==> src/rtl/hazard_ctrl.sv <==
// hazard_ctrl: pipeline sequencing controller for the five-stage RV32I core.
// Generates per-stage enables and flushes for load-use bubbles, redirect
// squashes and data-memory freezes, and latches a sticky error when memory
// stays busy longer than TIMEOUT cycles.
// Optional build macro: HAZARD_PERF_CNT_EN enables the stall/flush counters;
// without it the counter ports are tied to zero and no counter flops exist.
module hazard_ctrl #(
  parameter int TIMEOUT = 16,
  parameter int CW      = 5
) (
  input  logic        clk,
  input  logic        rst_n,
  input  logic [4:0]  id_rs1,
  input  logic [4:0]  id_rs2,
  input  logic        id_use_rs1,
  input  logic        id_use_rs2,
  input  logic [4:0]  ex_rd,
  input  logic        ex_we,
  input  logic        ex_load,
  input  logic        ex_redirect,
  input  logic        mem_req,
  input  logic        mem_ready,
  output logic        pc_en,
  output logic        if_id_en,
  output logic        id_ex_en,
  output logic        ex_mem_en,
  output logic        mem_wb_en,
  output logic        if_id_flush,
  output logic        id_ex_flush,
  output logic        mem_err,
  output logic [31:0] stall_cnt,
  output logic [31:0] flush_cnt
);

  localparam logic [1:0] S_RUN  = 2'd0;
  localparam logic [1:0] S_WAIT = 2'd1;
  localparam logic [1:0] S_ERR  = 2'd2;

  localparam bit          TO_EN  = (TIMEOUT != 0);
  localparam logic [CW-1:0] TO_V = CW'(TIMEOUT);
  localparam logic [CW-1:0] ONE  = CW'(1);

  logic [1:0]    state, state_nx;
  logic [CW-1:0] cnt, cnt_nx;
  logic          busy, load_use, redirect_take;

  assign busy     = mem_req & ~mem_ready;
  assign load_use = ex_load & ex_we & (ex_rd != 5'd0) &
                    ((id_use_rs1 & (id_rs1 == ex_rd)) |
                     (id_use_rs2 & (id_rs2 == ex_rd)));

  // Redirect only acts when the pipeline is actually moving.
  assign redirect_take = rst_n & (state != S_ERR) & ~busy & ex_redirect;

  // Next-state and wait-counter logic.
  always_comb begin
    state_nx = state;
    cnt_nx   = cnt;
    case (state)
      S_RUN: begin
        if (busy) begin
          state_nx = S_WAIT;
          cnt_nx   = ONE;
        end
      end
      S_WAIT: begin
        if (busy) begin
          if (TO_EN && (cnt == TO_V)) state_nx = S_ERR;
          else if (cnt != '1)         cnt_nx   = cnt + ONE;
        end else begin
          state_nx = S_RUN;
          cnt_nx   = '0;
        end
      end
      S_ERR:   state_nx = S_ERR;
      default: begin
        state_nx = S_RUN;
        cnt_nx   = '0;
      end
    endcase
  end

  // State, wait counter and sticky error flag.
  always_ff @(posedge clk or negedge rst_n) begin
    if (!rst_n) begin
      state   <= S_RUN;
      cnt     <= '0;
      mem_err <= 1'b0;
    end else begin
      state   <= state_nx;
      cnt     <= cnt_nx;
      mem_err <= mem_err | (state_nx == S_ERR);
    end
  end

  // Stage enables and flushes, highest priority first; zero latency.
  always_comb begin
    pc_en       = 1'b0;
    if_id_en    = 1'b0;
    id_ex_en    = 1'b0;
    ex_mem_en   = 1'b0;
    mem_wb_en   = 1'b0;
    if_id_flush = 1'b0;
    id_ex_flush = 1'b0;
    if (!rst_n || state == S_ERR || busy) begin
      // frozen: everything held
    end else if (ex_redirect) begin
      pc_en       = 1'b1;
      if_id_en    = 1'b1;
      id_ex_en    = 1'b1;
      ex_mem_en   = 1'b1;
      mem_wb_en   = 1'b1;
      if_id_flush = 1'b1;
      id_ex_flush = 1'b1;
    end else if (load_use) begin
      id_ex_en    = 1'b1;
      ex_mem_en   = 1'b1;
      mem_wb_en   = 1'b1;
      id_ex_flush = 1'b1;
    end else begin
      pc_en       = 1'b1;
      if_id_en    = 1'b1;
      id_ex_en    = 1'b1;
      ex_mem_en   = 1'b1;
      mem_wb_en   = 1'b1;
    end
  end

`ifdef HAZARD_PERF_CNT_EN
  // Saturating performance counters for stalled and redirected cycles.
  always_ff @(posedge clk or negedge rst_n) begin
    if (!rst_n) begin
      stall_cnt <= '0;
      flush_cnt <= '0;
    end else begin
      if (!pc_en && stall_cnt != 32'hFFFF_FFFF)       stall_cnt <= stall_cnt + 32'd1;
      if (redirect_take && flush_cnt != 32'hFFFF_FFFF) flush_cnt <= flush_cnt + 32'd1;
    end
  end
`else
  assign stall_cnt = 32'h0;
  assign flush_cnt = 32'h0;
  logic unused_perf;
  assign unused_perf = redirect_take;
`endif

endmodule

==> config.mk <==
export PLATFORM = sky130hd
export DESIGN_NAME = hazard_ctrl
export DESIGN_NICKNAME = d
export VERILOG_FILES = /design/src/rtl/hazard_ctrl.sv
export SDC_FILE = /design/constraint.sdc
export NUM_CORES = 1
export LEC_CHECK = 0
export ABC_AREA = 1
export CAP_MARGIN = 20
export CORE_ASPECT_RATIO = 0.8
export CORE_MARGIN = 3
export CORE_UTILIZATION = 30
export DETAILED_ROUTE_END_ITERATION = 6
export GPL_TIMING_DRIVEN = 0
export PLACE_DENSITY = 0.77
export SLEW_MARGIN = 20
export SYNTH_ARGS = -nofsm -noshare
export SYNTH_HDL_FRONTEND = slang
export SYNTH_SLANG_ARGS = --single-unit
==> constraint.sdc <==
create_clock -name clk -period 1.5 [get_ports clk]
set_input_delay 0.225 -clock clk [delete_from_list [all_inputs] [get_ports clk]]
set_output_delay 0.225 -clock clk [all_outputs]
set_load 0.005 [all_outputs]
======== Word level (Yosys, flattened, before mapping) ========
Cells that the tools add are included.
word-level totals
  bits in registers ....................... 8
  input port bits ......................... 24
  output and inout bits ................... 72
  logic and storage cells ................. 48
cells by class
  add/sub/neg operators ................... 1
  equality and inequality tests ........... 10
  mux-type cells .......................... 18
  bitwise operators ....................... 10
  reductions and logical operators ........ 6
operators by type and width
  operator               count
  $mux W5                4
  $pmux W5 S3            1
  $eq A5 B5 Y1           2
  $mux W1                9
  $and A1 B1 Y1          6
  $mux W2                3
  $ne A3 B3 Y1 const B   2
  $pmux W2 S3            1
  $add A5 B1 Y5 const B  1
  $eq A5 B5 Y1 const B   1
  $ne A5 B5 Y1 const B   1
  $reduce_bool A5 Y1     1
  $eq A2 B2 Y1 const B   2
  $reduce_and A4 Y1      1
  $eq A2 B1 Y1 const B   1
  $logic_not A2 Y1       1
  $logic_or A1 B1 Y1     2
  $ne A2 B2 Y1 const B   1
  $not A1 Y1             2
  $or A1 B1 Y1           2
  $logic_not A1 Y1       1

======== Longest topological paths before layout ========
  depth after elaboration ................. 7
  mapped depth ............................ 10
  depth with buffers taken out ............ 9

======== Least setup slack after synthesis ========
No wires, ideal clock.
  path kind ............................... register to register
  start point ............................. register cnt[0]
  end point ............................... register cnt[0]
  library setup time ...................... 0.122 ns
  arrival time ............................ 1.285 ns
  data required time ...................... 1.378 ns
  slack ................................... 0.092 ns
  stages on the path, launching flop included .. 9
  buffers on the path ..................... 0
  clock period less this slack ............ 1.408 ns
  cells stage by stage .................... dfrtp_1 ha_1 nand2_1 nor2_1 ha_1 a22oi_4 nand2_4 nand2_1 o21ai_1
between the ends
  longest elaborated chain between the ends .. 5
  elaborated cells on any way between the ends .. 10
  classes of those cells .................. 1 x add/sub; 4 x eq/ne; 4 x mux; 1 x reduce/logical
RTL lines
  item                      line  RTL
  start: declaration        44    logic [CW-1:0] cnt, cnt_nx;
  start signal: assignment  91    cnt <= cnt_nx;
  $add A5 B1 Y5             69    else if (cnt != '1) cnt_nx = cnt + ONE;
  $mux W5                   69
  $mux W5                   68    if (TO_EN && (cnt == TO_V)) state_nx = S_ERR;
  $mux W5                   67    if (busy) begin
  $pmux W5 S3               59    case (state)
Several ways; a longest one is shown, not always the timed one. The select of a mux whose other input is x is not followed.
A chain may end at the register's enable or synchronous reset.

======== Worst setup path in the final report ========
  start point ............................. register state[0]
  end point ............................... output pc_en
between the ends
  longest elaborated chain between the ends .. 4
RTL lines
  item                             line  RTL
  start: declaration               43    logic [1:0] state, state_nx;
  start signal: assignment         90    state <= state_nx;
  $eq A2 B2 Y1                     105   if (!rst_n || state == S_ERR || busy) begin
  $logic_or A1 B1 Y1 (2 in a row)  105
  $mux W1                          105
  end: declaration                 23    output logic pc_en,
No other way between the ends.

==> flow_summary_export.csv <==
group,metric,value,unit
global_route,grtUsageTotal,11.6,%
yosys,synth_top_family_by_area,"buffers and inverters",
timing,clock_skew,0.00715,ns
run_status,status,"finished with violations",
floorplan,die_w,77.6,um
floorplan,chipHeight,63.3,um
timing,fin_crit_sh,106,%
setup_path,crit_path_max_incr_delay,0.37,ns
floorplan,io_pins,96,
drt,first_iter_violations,30,
yosys,synth-compound-area-share,5.08,%
worst_hold_path,hp-class,"reg2reg",
setup_path,critical_path.cell_chain,"o211ai_1 -> inv_2 -> buf_6 -> nand2_4 -> nand2_4 -> buf_6 -> buf_6",
setup_path,crit_top_cell,"buf_6",
cts,cts_made_buffers,3,
setup_path,crit_arrival,1.36,ns
cts,cts.clk_slew.worst_paths,0.04,ns
floorplan,coreArea,3880,um2
yosys,yosysWarnings,0,
timing,setup_slack,-0.0825,ns
timing,hold_viol,0,
power,powerDensity,441,nW/um2
floorplan,start_util,31.7,%
timing,holdWs,0.468,ns
drt,drtAntennaViolNets,0,
run_status,violations,"setup timing",
yosys,synth_top_cell_area_share,40.9,%
yosys,synth_adder_area_share,3.05,%
power,leakagePower,1.34,nW
yosys,synth-xor-area-share,0,%
yosys,ys_ff_latch,8,
drt,vias,1247,
setup_path,critPathKind,"reg2out",
timing,period_minus_slack,1.58,ns
yosys,ys_types,22,
timing,finalSetupTns,-0.0825,ns
global_route,grt.overflow.total,0,
setup_path,crit_fanout,4,
cts,htreeDepth,1,
global_route,antenna_found_initial,0,
setup_path,required,1.27,ns
drt,routedWlPerCell,8.87,um
yosys,netlist_area,1230,um2
global_route,grt_max_degree,9,
timing,rsz0062_at_grt,"yes",
timing,setup_viol,1,
cells_and_area,nets,328,
cells_and_area,layout-drive-gt1-share,39.8,%
drt,via_per_inst,3.52,
placement,dp_cells,336,
yosys,yosys.area_share.simple,27.4,%
yosys,synth.area.mux_share,0,%
timing,slew_violations,0,
placement,portBuffers,31,
floorplan,rows,20,
cts,clk_path_buf_depth,2,
cts,insertion_delay,0.23,ns
placement,routabilityCongestion,0.840,
cells_and_area,layoutNonFillerInstCount,354,
global_route,grt_pass1_wl,4.55,mm
global_route,grt_pass1_vias,1035,
cells_and_area,diodes,0,
setup_path,worst_setup_path_end_kind,"primary output",
setup_path,startpoint_type,"flip-flop",
yosys,seq_area_frac_synth,16.3,%
yosys,syn-mean-instance-area,6.58,um2
cells_and_area,area_growth,64.9,%
cts,cts_tree,"built",
yosys,synth_cells,187,
floorplan,dieArea,4910,um2
placement,dpl.hpwl,2.48,mm
setup_path,path_delay_family,"buffers and inverters",
yosys,synth_area_leaders,"buf_4, dfrtp_1, nand2_1",
drt,firstDrtPassIters,4,
flow_run,cap_viol_max_count,0,
yosys,yosysTopAreaCell,"buf_4",
drt,routed_wl,3.14,mm
timing,clock.fmax,632,MHz
drt,drc_errors,0,
power,irDropWorstVdd,0.000486,V
setup_path,crit_buf_inv,4,
cts,clock_sinks,8,
cts,cts_root_buffer,"clkbuf_8",
setup_path,cp_slowest_cell,"dfrtp_1",
[power breakdown]
group | leakage, nW | internal (mW) | switching (mW)
clock | 0.0216 | 0.174 | 0.0872
combinational | 1.21 | 0.231 | 0.173
sequential | 0.106 | 0.223 | 0.00683
total | 1.34 | 0.628 | 0.267
[metal layers]
layer | vias to the layer above | wire length (um) | global-route usage [%]
met4 | 0 | 25 | 3.56
met3 | 4 | 246 | 2.86
met2 | 47 | 1730 | 22.5
met5 | - | 0 | 0
met1 | 533 | 1130 | 12.1
li1 | 663 | - | -
[layout by cell type, fill, tap and decap left out, types with 2 or more instances in the layout]
cell type,n
nand3_1,7
buf_4,76
nor2_2,3
buf_6,6
inv_1,16
o21ai_1,3
buf_2,4
dlygate4sd2_1,16
nand2_1,39
ha_2,2
clkbuf_8,3
nor2_1,12
inv_2,7
nand4_1,2
dlymetal6s2s_1,2
conb_1,64
nand2_2,7
clkdlybuf4s50_1,4
dfrtp_1,7
nand2_4,4
[synth_stat cells]
cell type and n:
a21oi_1 1, a21oi_2 1, a22oi_4 1, buf_4 67, conb_1 1, dfrtp_1 8, ha_1 3, inv_1 22
inv_2 1, nand2_1 46, nand2_2 1, nand2_4 2, nand3_1 7, nand4_1 2, nor2_1 14, nor2_2 1
nor3_1 1, nor3_2 1, nor4b_1 1, o211ai_1 1, o21ai_1 4, or2_1 1
[flip-flops by register name (all words and copies together), names as in the netlist]
signal / flops
mem_err: 1
cnt: 5
state: 2
[cell type report]
| class | count | area, um2 |
|---|---|---|
| well taps | 55 | 68.8 |
| multi-input cells | 153 | 733 |
| flip-flops and latches | 8 | 201 |
| plain buffers | 66 | 499 |
| inverters | 23 | 86.3 |
| clock buffers | 3 | 41.3 |
| fillers | 388 | 1850 |
| repair buffers | 46 | 400 |
[worst register-to-register path, cell delays in order (launching register included)]
cell and delay (ns):
dfrtp_2 0.42, ha_2 0.20, nand2_2 0.07, nor2_2 0.05
ha_2 0.18, a22oi_4 0.20, nand2_4 0.11, nand2_2 0.08
o21ai_2 0.05
[final timing paths]
path                       startpoint  endpoint  slack, ns  cells after the start
setup / recovery             state[0]     pc_en      -0.08                      7
hold / removal                mem_err   mem_err       0.47                      1
setup reg to reg               cnt[1]    cnt[1]       0.02                      8
hold reg to reg               mem_err   mem_err       0.47                      1
max in group asynchronous       rst_n    cnt[1]       0.66                      2
min in group asynchronous       rst_n    cnt[3]       0.54                      2
[what timing repair did]
item	4_1_cts	5_1_grt
hold endpoints to repair	8	0
buffers inserted	9	5
resized for setup	64	14
setup endpoints to repair	12	12
cloned	1	0
pin swaps	18	15
hold buffers	1	0
[logic make-up after synthesis]
kind of cell               count (synthesis)
other                                      1
adders and majority gates                  3
DFF                                        8
and+or+nand+nor                           77
AOI/OAI and AO/OA                          8
buffers and inverters                     90
[through the flow]
step | cell area [um2] | worst slack (ns) | util (%) | power (mW)
final | 2030 | -0.0825 | 52.4 | 0.895
after global routing | 2030 | -0.163 | 52.4 | 0.958
after CTS | 1970 | -0.105 | 50.7 | 0.872
after detailed placement | 1850 | -0.869 | 47.6 | 0.593
after global placement | 1850 | -0.846 | 47.6 | 0.591
after floorplan | 1470 | 0.0922 | - | 0.480
Power figures use the tool's default switching activity.
